--- config.mk ---
export PLATFORM = sky130hd
export DESIGN_NAME = mem_ctrl
export DESIGN_NICKNAME = d
export VERILOG_FILES = /design/src/rtl/mem_ctrl.sv
export SDC_FILE = /design/constraint.sdc
export NUM_CORES = 1
export LEC_CHECK = 0
export CAP_MARGIN = 0
export CORE_MARGIN = 2
export CORE_UTILIZATION = 41
export DETAILED_ROUTE_END_ITERATION = 6
export GPL_ROUTABILITY_DRIVEN = 0
export GPL_TIMING_DRIVEN = 1
export PLACE_DENSITY = 0.78
export SETUP_SLACK_MARGIN = 0.05
export SYNTH_ARGS = -nofsm -noshare
export SYNTH_HDL_FRONTEND = slang
export SYNTH_SLANG_ARGS = --single-unit
--- constraint.sdc ---
create_clock -name clk -period 3.42 [get_ports clk]
set_clock_uncertainty 0.05 [all_clocks]
set_input_delay 0.684 -clock clk [delete_from_list [all_inputs] [get_ports clk]]
set_output_delay 0.684 -clock clk [all_outputs]
set_load 0.05 [all_outputs]
--- src/rtl/mem_ctrl.sv ---
// mem_ctrl: MEM-stage to 16-bit async SRAM sequencer.
// Each 32-bit access is split into two timed halfword accesses.
module mem_ctrl #(
  parameter int WAIT_CYCLES = 2,
  parameter int SRAM_AW     = 18
) (
  input  logic               clk,
  input  logic               rst,
  input  logic               MEM_R_EN,
  input  logic               MEM_W_EN,
  input  logic [31:0]        addr,
  input  logic [31:0]        Val_RM,
  output logic [31:0]        data_mem,
  output logic               ready,
  output logic [SRAM_AW-1:0] sram_addr,
  output logic [15:0]        sram_wdata,
  input  logic [15:0]        sram_rdata,
  output logic               sram_we_n,
  output logic               sram_drive
);

  typedef enum logic [1:0] {
    IDLE,
    LO,
    HI,
    DONE
  } state_t;

  localparam logic [3:0] LAST = 4'(WAIT_CYCLES - 1);

  state_t             state;
  state_t             state_nxt;
  logic [3:0]         cnt;
  logic [3:0]         cnt_nxt;
  logic               op_wr;
  logic [SRAM_AW-2:0] idx;
  logic [15:0]        wdat_hi;
  logic               req;
  logic               start;
  logic               last;
  logic               unused;

  assign req    = MEM_W_EN | MEM_R_EN;
  assign start  = (state == IDLE) && req;
  assign last   = (cnt == LAST);
  assign unused = ^{addr[31:SRAM_AW+1], addr[1:0]};

  // State and wait-counter registers.
  always_ff @(posedge clk or posedge rst) begin
    if (rst) begin
      state <= IDLE;
      cnt   <= '0;
    end else begin
      state <= state_nxt;
      cnt   <= cnt_nxt;
    end
  end

  // Next-state, counter and ready decode.
  always_comb begin
    state_nxt = state;
    cnt_nxt   = cnt;
    ready     = 1'b0;
    unique case (state)
      IDLE: begin
        ready = !req;
        if (req) begin
          state_nxt = LO;
          cnt_nxt   = '0;
        end
      end
      LO: begin
        if (last) begin
          state_nxt = HI;
          cnt_nxt   = '0;
        end else begin
          cnt_nxt = cnt + 4'd1;
        end
      end
      HI: begin
        if (last) begin
          state_nxt = DONE;
          cnt_nxt   = '0;
        end else begin
          cnt_nxt = cnt + 4'd1;
        end
      end
      DONE: begin
        ready     = 1'b1;
        state_nxt = IDLE;
      end
      default: begin
        state_nxt = IDLE;
        cnt_nxt   = '0;
      end
    endcase
  end

  // Latch the request; write wins when both are raised.
  always_ff @(posedge clk or posedge rst) begin
    if (rst) begin
      op_wr   <= 1'b0;
      idx     <= '0;
      wdat_hi <= '0;
    end else if (start) begin
      op_wr <= MEM_W_EN;
      idx   <= addr[SRAM_AW:2];
      if (MEM_W_EN) wdat_hi <= Val_RM[31:16];
    end
  end

  // SRAM bus registers; they move only when entering LO or HI.
  always_ff @(posedge clk or posedge rst) begin
    if (rst) begin
      sram_addr  <= '0;
      sram_wdata <= '0;
    end else if (start) begin
      sram_addr <= {addr[SRAM_AW:2], 1'b0};
      if (MEM_W_EN) sram_wdata <= Val_RM[15:0];
    end else if (state == LO && last) begin
      sram_addr <= {idx, 1'b1};
      if (op_wr) sram_wdata <= wdat_hi;
    end
  end

  // Read capture on the final cycle of each halfword.
  always_ff @(posedge clk or posedge rst) begin
    if (rst) begin
      data_mem <= '0;
    end else if (!op_wr && last) begin
      if (state == LO) data_mem[15:0]  <= sram_rdata;
      if (state == HI) data_mem[31:16] <= sram_rdata;
    end
  end

  // Strobe decodes from state so reset releases it without a clock.
  assign sram_we_n  = !(op_wr && (state == LO || state == HI));
  assign sram_drive = !sram_we_n;

endmodule

# ---- Word-level counts from Yosys, hierarchy flattened
# Cells that the tools add are included.
dict set report classes {
  n_eq_ne 8
  n_mux 14
  add_sub_neg 1
  reduce_logical 19
  n_bitwise 1
}
# cell n
set ops {}
lappend ops {{16-bit 2-to-1 mux} 4}
lappend ops {{18-bit 2-to-1 mux} 2}
lappend ops {{4-bit 2-to-1 mux} 2}
lappend ops {{2-bit != test, second input constant} 4}
lappend ops {{2-bit case mux with 4 select lines} 1}
lappend ops {{4-bit case mux with 2 select lines} 1}
lappend ops {{2-bit AND reduction} 4}
lappend ops {{2-bit 2-to-1 mux} 3}
lappend ops {{3-bit AND reduction} 2}
lappend ops {{2-bit nonzero test} 3}
lappend ops {{4-bit by 1-bit adder with 4-bit output, second input constant} 1}
lappend ops {{2-bit == test, second input constant} 2}
lappend ops {{4-bit by 1-bit == test with 1-bit output, second input constant} 1}
lappend ops {{1-bit logical AND} 4}
lappend ops {{1-bit logical NOT} 3}
lappend ops {{2-bit by 1-bit == test with 1-bit output, second input constant} 1}
lappend ops {{2-bit logical NOT} 1}
lappend ops {{1-bit case mux with 2 select lines} 1}
lappend ops {{2-bit OR reduction} 1}
lappend ops {{1-bit logical OR} 1}
lappend ops {{1-bit OR} 1}
dict set report totals {
  regBits 106
  wordCells 52
  output_inout_bits 69
  input_bits 84
}

# ---- Longest topological paths before layout
# Gate-level depths: netlist of the first run.
dict set report logic_depth {
  word_depth 4
  depth_mapped 7
  mapped_depth_nobuf 5
}

# ---- Worst setup path before layout of the first run
# OpenSTA, ideal clock, no wires.
dict set report synth_path {
  path_kind {register to output}
  startpoint {reg state[0]}
  endpoint {out ready}
  stages_incl_launch_ff 6
  slack_ns 0.863
  arrival_time_ns 1.823
  n_path_buf 0
  t_required_ns 2.686
  cell_sequence {dfrtp_1 inv_1 ha_1 nor3b_1 nor2_1 nor2_1}
}
dict set report synth_between {
  elab_chain_len 2
  elab_cells_between_ends 3
  cone_classes {1 x eq/ne; 1 x mux; 1 x reduce/logical}
}
# item line_no
set synth_lines {}
lappend synth_lines {{start, declared} 31} ;# state_t state;
lappend synth_lines {{start signal, assigned} 54} ;# state <= state_nxt;
lappend synth_lines {{2-bit == test or 2-bit logical NOT (tied branches)} 64} ;# unique case (state)
lappend synth_lines {{1-bit case mux with 2 select lines (*)} 64}
lappend synth_lines {{end, declared} 14} ;# output logic ready,
# Mark *: on every way between the ends. The rest lies on a longest branch, timed or not.

# ---- Worst setup path in the final report of the first run
dict set report layout_path {
  startpoint {reg state[0]}
  endpoint {out sram_drive}
}
dict set report layout_between {
  elab_chain_len 3
  elab_cells_between_ends 4
  cone_classes {2 x eq/ne; 2 x reduce/logical}
}
# item line_no
set layout_lines {}
lappend layout_lines {{2-bit by 1-bit == test with 1-bit output or 2-bit == test (tied branches)} 137} ;# assign sram_we_n = !(op_wr && (state == LO || state == HI));
lappend layout_lines {{1-bit logical OR (*)} 137}
lappend layout_lines {{1-bit logical AND (*)} 137}
lappend layout_lines {{end, declared} 19} ;# output logic sram_drive
# Marks and branches as above.

==> results of run 1 <==
power groups by stage:
| stage | registers, W | logic [W] | clock network (W) |
|---|---|---|---|
| CTS | 0.00225 | 0.00403 | 0.000811 |
| floorplan | 0.00360 | 0.00138 | 0 |
| detailed placement | 0.00228 | 0.00402 | 0 |
| global route | 0.00232 | 0.00424 | 0.000867 |
| global placement | 0.00223 | 0.00393 | 0 |
| finish | 0.00225 | 0.00399 | 0.000781 |
cells by family (layout without fill, tap and decap cells):
family	Yosys count	after routing
buf+inv	42	183
flops	106	106
compound gates	63	63
simple gates	89	89
fa+ha+maj	6	6
mux	66	66
worst max-delay path by stage:
stage	startpoint	end	slack [ns]	cells past startpoint
after floorplan	state[0]	ready	0.86	5
after global placement	MEM_R_EN	ready	0.73	6
after detailed placement	MEM_R_EN	ready	0.74	6
after CTS	state[0]	sram_drive	0.38	5
after global routing	state[1]	sram_drive	0.26	5
final	state[0]	sram_drive	0.40	5
cells in the mapped netlist (2+ instances only):
| cell type | count |
|---|---|
| and2_1 | 2 |
| a21oi_1 | 17 |
| nand3_1 | 2 |
| mux2_2 | 49 |
| nor2_1 | 21 |
| inv_1 | 22 |
| buf_6 | 4 |
| nand2_1 | 52 |
| ha_1 | 6 |
| mux2i_1 | 17 |
| buf_4 | 4 |
| buf_2 | 4 |
| nand2_2 | 2 |
| clkbuf_1 | 8 |
| o32ai_1 | 16 |
| o21ai_0 | 21 |
| dfrtp_1 | 106 |
sequential cells by signal, summed over array words and instances, names as in the netlist:
register / flops
state: 2
sram_addr: 18
cnt: 4
data_mem: 32
wdat_hi: 16
op_wr: 1
sram_wdata: 16
idx: 17
cells in the final DEF (no fill, tap or decap), types with 2 or more instances in the layout:
cell and n:
clkdlybuf4s50_1 136, buf_4 7, nand3_1 2, nand2_1 52, o21ai_0 21, dfrtp_1 106, nand2_2 2, o32ai_1 16
nor2_1 21, a21oi_1 17, clkbuf_8 11, ha_1 6, mux2i_1 17, clkinvlp_4 3, and2_1 2, buf_12 2
inv_1 21, mux2_2 49
metal layers:
layer  vias to the layer above  part of all wire [%]
li1                       1544                     -
met1                      1613                    41
met2                       126                    51
met3                        15                   6.5
met4                         0                   1.5
met5                         -                     0
final cells by class:
| class | instances | area, sq um | area share, % |
|---|---|---|---|
| well taps | 140 | 175 | 2.83 |
| multi-input cells | 224 | 1620 | 26.1 |
| flip-flops and latches | 106 | 2650 | 42.8 |
| inverters | 22 | 86.3 | 1.39 |
| clock inverters | 4 | 50.0 | 0.808 |
| repair buffers | 145 | 1450 | 23.5 |
| clock buffers | 12 | 155 | 2.51 |
per-stage QoR:
step | hold WS [ns] | util, % | total power [W] | worst slack [ns] | std cells
after CTS | 0.436 | 57.6 | 0.00709 | 0.380 | 653
after detailed placement | 0.412 | 55.7 | 0.00629 | 0.743 | 637
final | 0.434 | 57.6 | 0.00702 | 0.400 | 653
after global routing | 0.464 | 57.6 | 0.00743 | 0.263 | 653
after global placement | 0.407 | 55.7 | 0.00616 | 0.728 | 637
after floorplan | 0.396 | - | 0.00498 | 0.863 | 372
worst max-delay path: stages (launching register included):
cell,delay (ns)
dfrtp_1,0.41
inv_1,0.10
ha_1,0.44
nand2_1,0.12
inv_1,0.07
clkdlybuf4s50_1,0.80
==> flow_summary_export.csv, run 1 <==
group,metric,value,unit
run_status,status,"finished, final reports clean",
clocking,clk_pin_slew,0.09,ns
global_route,grt_usage,17.9,%
logic_synthesis,synth_fa_ha_area_share,1.68,%
clocking,clockBufferDepth,2,
pwr,pwr-share-seq,32.0,%
logic_synthesis,synth_compound_area_share,9.20,%
clocking,cts_buffers,9,
logic_synthesis,synth_edf_count,0,
logic_synthesis,synth_ff_type,"dfrtp_1",
logic_synthesis,ys.warnings.count,0,
layout,area_growth,38.4,%
routing,via_count,3298,
pwr,pwr-share-clk,11.1,%
worst_setup_path,crit_required,2.69,ns
clocking,cts_resized,0,
clocking,postCtsSetupRepairBufs,0,
placement,port_buffers,137,
logic_synthesis,synth_simple_gate_area_share,9.06,%
die,chipWidth,108,um
routing,postRouteAntennaNets,0,
sta,rsz0062_at_grt,"false",
worst_setup_path,crit_type,"reg2out",
logic_synthesis,synth.area.mux_share,16.1,%
die,start_util,41.6,%
die,fp.dieArea,0.0118,sq mm
sta,finalSetupViolations,0,
pwr,p_comb_share,56.8,%
sta,min_period_over_period,88.3,%
clocking,cts-root-buf,"clkbuf_8",
routing,dr.first_iter.drc_count,176,
worst_setup_path,reg2reg_slack,1.17,ns
sta,final.setup.tns,0,ns
die,pin_count,153,
pwr,ir_drop,0.602,mV
worst_hold_path,hold_path.startpoint,"idx[5]",
worst_setup_path,cp_max_fo,9,
pwr,p_int,0.00375,W
clocking,cts_tree,"done",
pwr,p_sw,0.00327,W
sta,max_freq,0.331,GHz
job,maxCapViolCount,0,
worst_hold_path,whs_path_depth,2,
global_route,grt_max_degree,107,
die,die_h,108,um
worst_setup_path,startpoint_type,"flip-flop",
logic_synthesis,syn_area_per_cell,12.0,sq um
global_route,grt_pass1_vias,3438,
routing,dr.pass1.iters,4,
sta,worst_slew_margin_rel,51.8,%
placement,dpl.hpwl,7330,um
logic_synthesis,postSynth.asyncResetShare,100,%
logic_synthesis,yosysSeqAreaShare,59.3,%
pwr,p_leak,2.66,nW
sta,slew_viol_final,0,
logic_synthesis,ys_ff_latch,106,
die,core,0.0107,sq mm
logic_synthesis,synthesis.nets,462,
layout,diodes,0,
logic_synthesis,synth.area.top_cells,"dfrtp_1, mux2_2, nand2_1, mux2i_1, o32ai_1",
clocking,htree_levels,3,
global_route,met2_usage,31.4,%
worst_setup_path,timing.rr.end,"sram_addr[7]",
routing,remaining_drc_errors,0,
global_route,busiest_layer,"met2",
global_route,grtUsageMet3,3.98,%
worst_setup_path,endpoint_kind,"output port",
layout,nFillCells,938,
pwr,cellPowerDensity,1130,mW/mm^2
clocking,holdBufCountCts,0,
worst_hold_path,min_to,"idx[5]",
logic_synthesis,synth_top_family_by_area,"multiplexers",
worst_setup_path,reg2reg_from,"state[1]",
die,rows,38,
worst_hold_path,hold_class,"reg2reg",
logic_synthesis,synth_top_area_share,59.3,%
routing,avgViaCountPerCell,5.05,
clocking,clkLatencyLatePin,0.36,ns
global_route,antenna_found_initial,0,
placement,placedInstanceArea,0.00599,sq mm
layout,fin_nets,598,
worst_setup_path,reg2regPathDepth,6,
layout,design_area,0.00619,sq mm
sta,hold_violations,0,
clocking,clock-sinks,106,
global_route,use_met1,21.2,%
routing,wl_per_cell,15.7,um
worst_setup_path,arrival,2.29,ns
sta,worst_pin_slew,0.722,ns
logic_synthesis,synth_xor_area_share,0,%
logic_synthesis,synth_cell_types,36,
logic_synthesis,syn-cell-area,0.00447,sq mm
pwr,switching_share,46.6,%
routing,wirelength,10200,um
global_route,gr-total-overflow,0,
global_route,grt_pass1_wl,16300,um
sta,final.min_clock_period,3.02,ns
logic_synthesis,syn_inst,372,
layout,layout-drive-gt1-share,16.4,%
logic_synthesis,synth_top_cell_by_area,"dfrtp_1",
Power figures use the tool's default switching activity.
==> run 2: changes to the inputs <==
- clock period: 3.42 -> 2.7 ns (I/O delays scaled with it)
==> flow_summary_export.csv, run 2 (same netlist as run 1, synthesis figures left out) <==
group,metric,value,unit
run_status,status,"finished, final reports clean",
placement,dp_cells,639,
sta,slew_viol_final,0,
clocking,htree_levels,3,
placement,place_ws,0.321,ns
clocking,clk_pin_slew,0.09,ns
global_route,grt_max_degree,56,
layout,area_growth,38.7,%
routing,avgViaCountPerCell,5.07,
global_route,grt_pass1_vias,3435,
layout,largest-register,"data_mem",
die,die_h,108,um
layout,layout_common_cells,"clkdlybuf4s50_1, dfrtp_1, nand2_1, mux2_2",
worst_hold_path,hold_class,"reg2reg",
clocking,clock-sinks,106,
clocking,cts_buffers,9,
worst_setup_path,arrival,1.95,ns
worst_setup_path,reg2reg_slack,0.58,ns
worst_setup_path,endpoint_kind,"output port",
die,pin_count,153,
routing,remaining_drc_errors,0,
die,rows,38,
worst_setup_path,crit_required,2.11,ns
layout,top_regs,"data_mem (32), sram_addr (18), idx (17)",
placement,port_buffers,137,
layout,layout-drive-gt1-share,17.1,%
sta,min_period_over_period,93.9,%
sta,finalSetupViolations,0,
placement,dpl.hpwl,7340,um
worst_hold_path,whs_path_depth,2,
worst_setup_path,reg2regPathDepth,6,
job,maxCapViolCount,0,
die,start_util,41.6,%
sta,final.min_clock_period,2.54,ns
sta,max_freq,0.394,GHz
worst_setup_path,startpoint_type,"flip-flop",
routing,wl_per_cell,15.7,um
global_route,grt_usage,18.1,%
routing,via_count,3324,
routing,postRouteAntennaNets,0,
worst_setup_path,crit_type,"reg2out",
routing,dr.first_iter.drc_count,142,
worst_hold_path,hold_path.startpoint,"idx[2]",
layout,diodes,0,
pwr,p_leak,2.67,nW
layout,final_common_cell,"clkdlybuf4s50_1",
worst_setup_path,reg2reg_from,"state[1]",
global_route,antenna_found_initial,0,
worst_hold_path,min_to,"idx[2]",
sta,rsz0062_at_grt,"false",
layout,fin_nets,600,
sta,worst_pin_slew,0.683,ns
pwr,fin_total_pwr,0.00893,W
pwr,cellPowerDensity,1440,mW/mm^2
sta,hold_violations,0,
pwr,ir_drop,0.794,mV
die,core,0.0107,sq mm
routing,dr.pass1.iters,4,
sta,final.setup.tns,0,ns
layout,fin_cells,655,
worst_setup_path,timing.rr.end,"sram_addr[2]",
die,chipWidth,108,um
clocking,cts_tree,"done",
clocking,clockBufferDepth,2,
clocking,cts-root-buf,"clkbuf_8",
global_route,grt_pass1_wl,16400,um
sta,fin_ws,0.165,ns
clocking,holdBufCountCts,0,
global_route,gr-total-overflow,0,
sta,worst_slew_margin_rel,54.5,%
routing,wirelength,10300,um
worst_setup_path,cp_max_fo,9,
layout,largest_reg_flops,32,
clocking,clkLatencyLatePin,0.36,ns
die,fp.dieArea,0.0118,sq mm
[run 2: cell count changes in the layout (fill, tap and decap cells not counted), sizes merged]
cell and delta:
clkdlybuf4s50 -2, dlygate4sd2 +1, buf +3
[run 2: power breakdown]
group / total, W / internal, W / switching [W]
Clock: 0.000996 / 0.000478 / 0.000517
Combinational: 0.00509 / 0.00189 / 0.00320
Sequential: 0.00285 / 0.00240 / 0.000449
Total: 0.00893 / 0.00477 / 0.00416
[run 2: metal layers]
metal	GRT usage (%)	vias up	share of wire, %
met4	7.97	0	1.8
met5	0	-	0
met3	3.98	14	6.0
met2	31.4	107	50
li1	-	1559	-
met1	21.6	1644	43
[run 2: how the worst max path moves through the flow]
stage,cells after the start,endpoint,startpoint
finish,6,ready,state[0]
global route,6,ready,state[0]
CTS,6,ready,state[0]
detailed placement,5,ready,MEM_R_EN
global placement,5,ready,MEM_R_EN
floorplan,5,ready,state[0]
[run 2: cell type report]
| cell class | count | area, sq um |
|---|---|---|
| multi-input combinational | 224 | 1620 |
| sequential | 106 | 2650 |
| clock inverter | 4 | 50.0 |
| timing repair buffer | 147 | 1470 |
| clock buffer | 12 | 155 |
| tap | 140 | 175 |
| inverter | 22 | 86.3 |
| fill | 896 | 4540 |
[run 2: what timing repair did]
action,4_1_cts,5_1_grt
setup endpoints to repair,1,1
buffers inserted,0,0
resized for setup,1,1
[run 2: critical path, cell delays in order, from the launching register on]
cell	delay, ns
dfrtp_1	0.41
inv_1	0.12
ha_2	0.28
nor3b_1	0.33
nor2_1	0.08
nor2_1	0.19
buf_12	0.17
[run 2: per-stage QoR]
| step | utilization [%] | cell area, sq um | hold WS, ns |
|---|---|---|---|
| 6_report | 57.8 | 6210 | 0.430 |
| 5_1_grt | 57.8 | 6210 | 0.462 |
| 4_1_cts | 57.7 | 6200 | 0.436 |
| 3_5_place_dp | 55.8 | 6000 | 0.413 |
| 3_3_place_gp | 55.8 | 6000 | 0.407 |
| 2_1_floorplan | - | 4480 | 0.396 |
==> run 3: changes to the inputs <==
- REMOVE_ABC_BUFFERS: not set -> 1
==> flow_summary_export.csv, run 3 (same netlist as run 1, synthesis figures left out) <==
group,metric,value,unit
sta,max_freq,0.408,GHz
layout,fin_cells,654,
routing,avgViaCountPerCell,5.07,
worst_setup_path,crit_path_start,"state[0]",
global_route,grt_pass1_vias,3407,
worst_setup_path,arrival,1.86,ns
clocking,clkLatencyLatePin,0.36,ns
layout,diodes,0,
clocking,clockBufferDepth,2,
layout,largest_reg_flops,32,
job,maxCapViolCount,0,
die,core,0.0107,sq mm
die,fp.dieArea,0.0118,sq mm
clocking,clk_pin_slew,0.11,ns
sta,final.setup.tns,0,ns
layout,area_growth,39.2,%
layout,layout_common_cells,"clkdlybuf4s50_1, dfrtp_1, nand2_1, mux2_2",
clocking,cts_buffers,9,
worst_hold_path,hold_class,"in2async",
routing,postRouteAntennaNets,0,
pwr,p_leak,2.68,nW
layout,largest-register,"data_mem",
pwr,pwr-share-clk,12.0,%
clocking,postCtsSetupRepairBufs,0,
global_route,gr-total-overflow,0,
sta,whs,0.424,ns
placement,dp_cells,638,
routing,wl_per_cell,16.2,um
routing,wirelength,10600,um
sta,fin_ws,0.250,ns
clocking,cts-root-buf,"clkbuf_8",
layout,top_regs,"data_mem (32), sram_addr (18), idx (17)",
sta,worst_slew_margin_rel,44.5,%
pwr,p_sw,0.00422,W
pwr,p_comb_share,56.3,%
global_route,grt_usage,18.6,%
clocking,cts_tree,"done",
placement,place_ws,0.239,ns
layout,fin_nets,599,
routing,dr.pass1.iters,4,
clocking,clock-sinks,106,
routing,remaining_drc_errors,0,
routing,via_count,3314,
layout,layout-drive-gt1-share,17.1,%
pwr,pwr-share-seq,31.7,%
die,die_h,108,um
worst_setup_path,crit_required,2.11,ns
pwr,switching_share,46.8,%
placement,dpl.hpwl,7550,um
clocking,htree_levels,3,
sta,min_period_over_period,90.7,%
die,pin_count,153,
worst_setup_path,crit_type,"reg2out",
run_status,status,"finished, final reports clean",
die,chipWidth,108,um
global_route,grt_pass1_wl,16800,um
sta,slew_viol_final,0,
sta,rsz0062_at_grt,"false",
worst_setup_path,cp_max_fo,9,
sta,worst_pin_slew,0.831,ns
placement,port_buffers,137,
worst_setup_path,reg2reg_from,"state[1]",
pwr,p_int,0.00481,W
pwr,ir_drop,0.883,mV
sta,finalSetupViolations,0,
sta,hold_violations,0,
global_route,grt_max_degree,56,
routing,dr.first_iter.drc_count,108,
sta,final.min_clock_period,2.45,ns
clocking,holdBufCountCts,0,
die,start_util,41.6,%
global_route,antenna_found_initial,0,
die,rows,38,
worst_setup_path,startpoint_type,"flip-flop",
pwr,cellPowerDensity,1450,mW/mm^2
layout,final_common_cell,"clkdlybuf4s50_1",
worst_setup_path,endpoint_kind,"output port",
==> run 3: cell types whose count changed in the layout (fill, tap and decap cells not counted) <==
cell,delta
buf_12,+1
bufinv_16,+1
clkbuf_8,-2
inv_4,+1
inv_6,+2
clkinv_4,+1
clkinvlp_4,-1
clkbuf_1,-1
clkinv_2,-1
buf_4,-2
==> run 3: routing by layer <==
| metal | up-vias | global-route usage (%) | routed length, um |
|---|---|---|---|
| met1 | 1624 | 23.2 | 4500 |
| li1 | 1552 | - | - |
| met5 | - | 0 | 0 |
| met4 | 0 | 4.76 | 85 |
| met3 | 10 | 5.42 | 899 |
| met2 | 128 | 31.6 | 5120 |
==> run 3: what timing repair did <==
item / in CTS / in global routing
hold endpoints to repair: 0 / 0
setup endpoints to repair: 1 / 1
gates resized for setup: 1 / 1
==> run 3: area by class of cell <==
| cell class | instances | area, sq um |
|---|---|---|
| Clock buffer | 9 | 124 |
| Clock inverter | 7 | 101 |
| Fill cell | 902 | 4520 |
| Inverter | 22 | 85.1 |
| Multi-Input combinational cell | 224 | 1620 |
| Sequential cell | 106 | 2650 |
| Tap cell | 140 | 175 |
| Timing Repair Buffer | 146 | 1470 |
==> run 3: worst max-delay path: stages (launching register included) <==
cell     delay, ns
dfrtp_1       0.41
inv_1         0.11
ha_2          0.28
nor3b_1       0.27
nor2_1        0.08
nor2_1        0.19
buf_12        0.17
==> run 3: path summary, 6_finish.rpt <==
kind	end	slack, ns	depth (start not counted)
max	ready	0.25	6
min	data_mem[4]	0.42	2
max reg2reg	sram_wdata[13]	0.57	5
min reg2reg	idx[16]	0.43	2
max in group asynchronous	sram_addr[16]	1.49	3
min in group clk	idx[16]	0.43	2
==> run 3: power groups by stage <==
stage          sequential (W)  clock (W)  combinational [W]
2_1_floorplan         0.00456          0            0.00165
3_3_place_gp          0.00284          0            0.00500
3_5_place_dp          0.00289          0            0.00511
4_1_cts               0.00287    0.00111            0.00512
5_1_grt               0.00295    0.00119            0.00542
6_report              0.00286    0.00108            0.00509
==> run 3: per-stage QoR <==
stage	area [sq um]	util, %	total power [W]
after floorplan	4350	-	0.00621
after global placement	6000	55.9	0.00784
after detailed placement	6000	55.9	0.00800
after CTS	6230	58.0	0.00910
after global routing	6230	58.0	0.00956
final	6230	58.0	0.00903
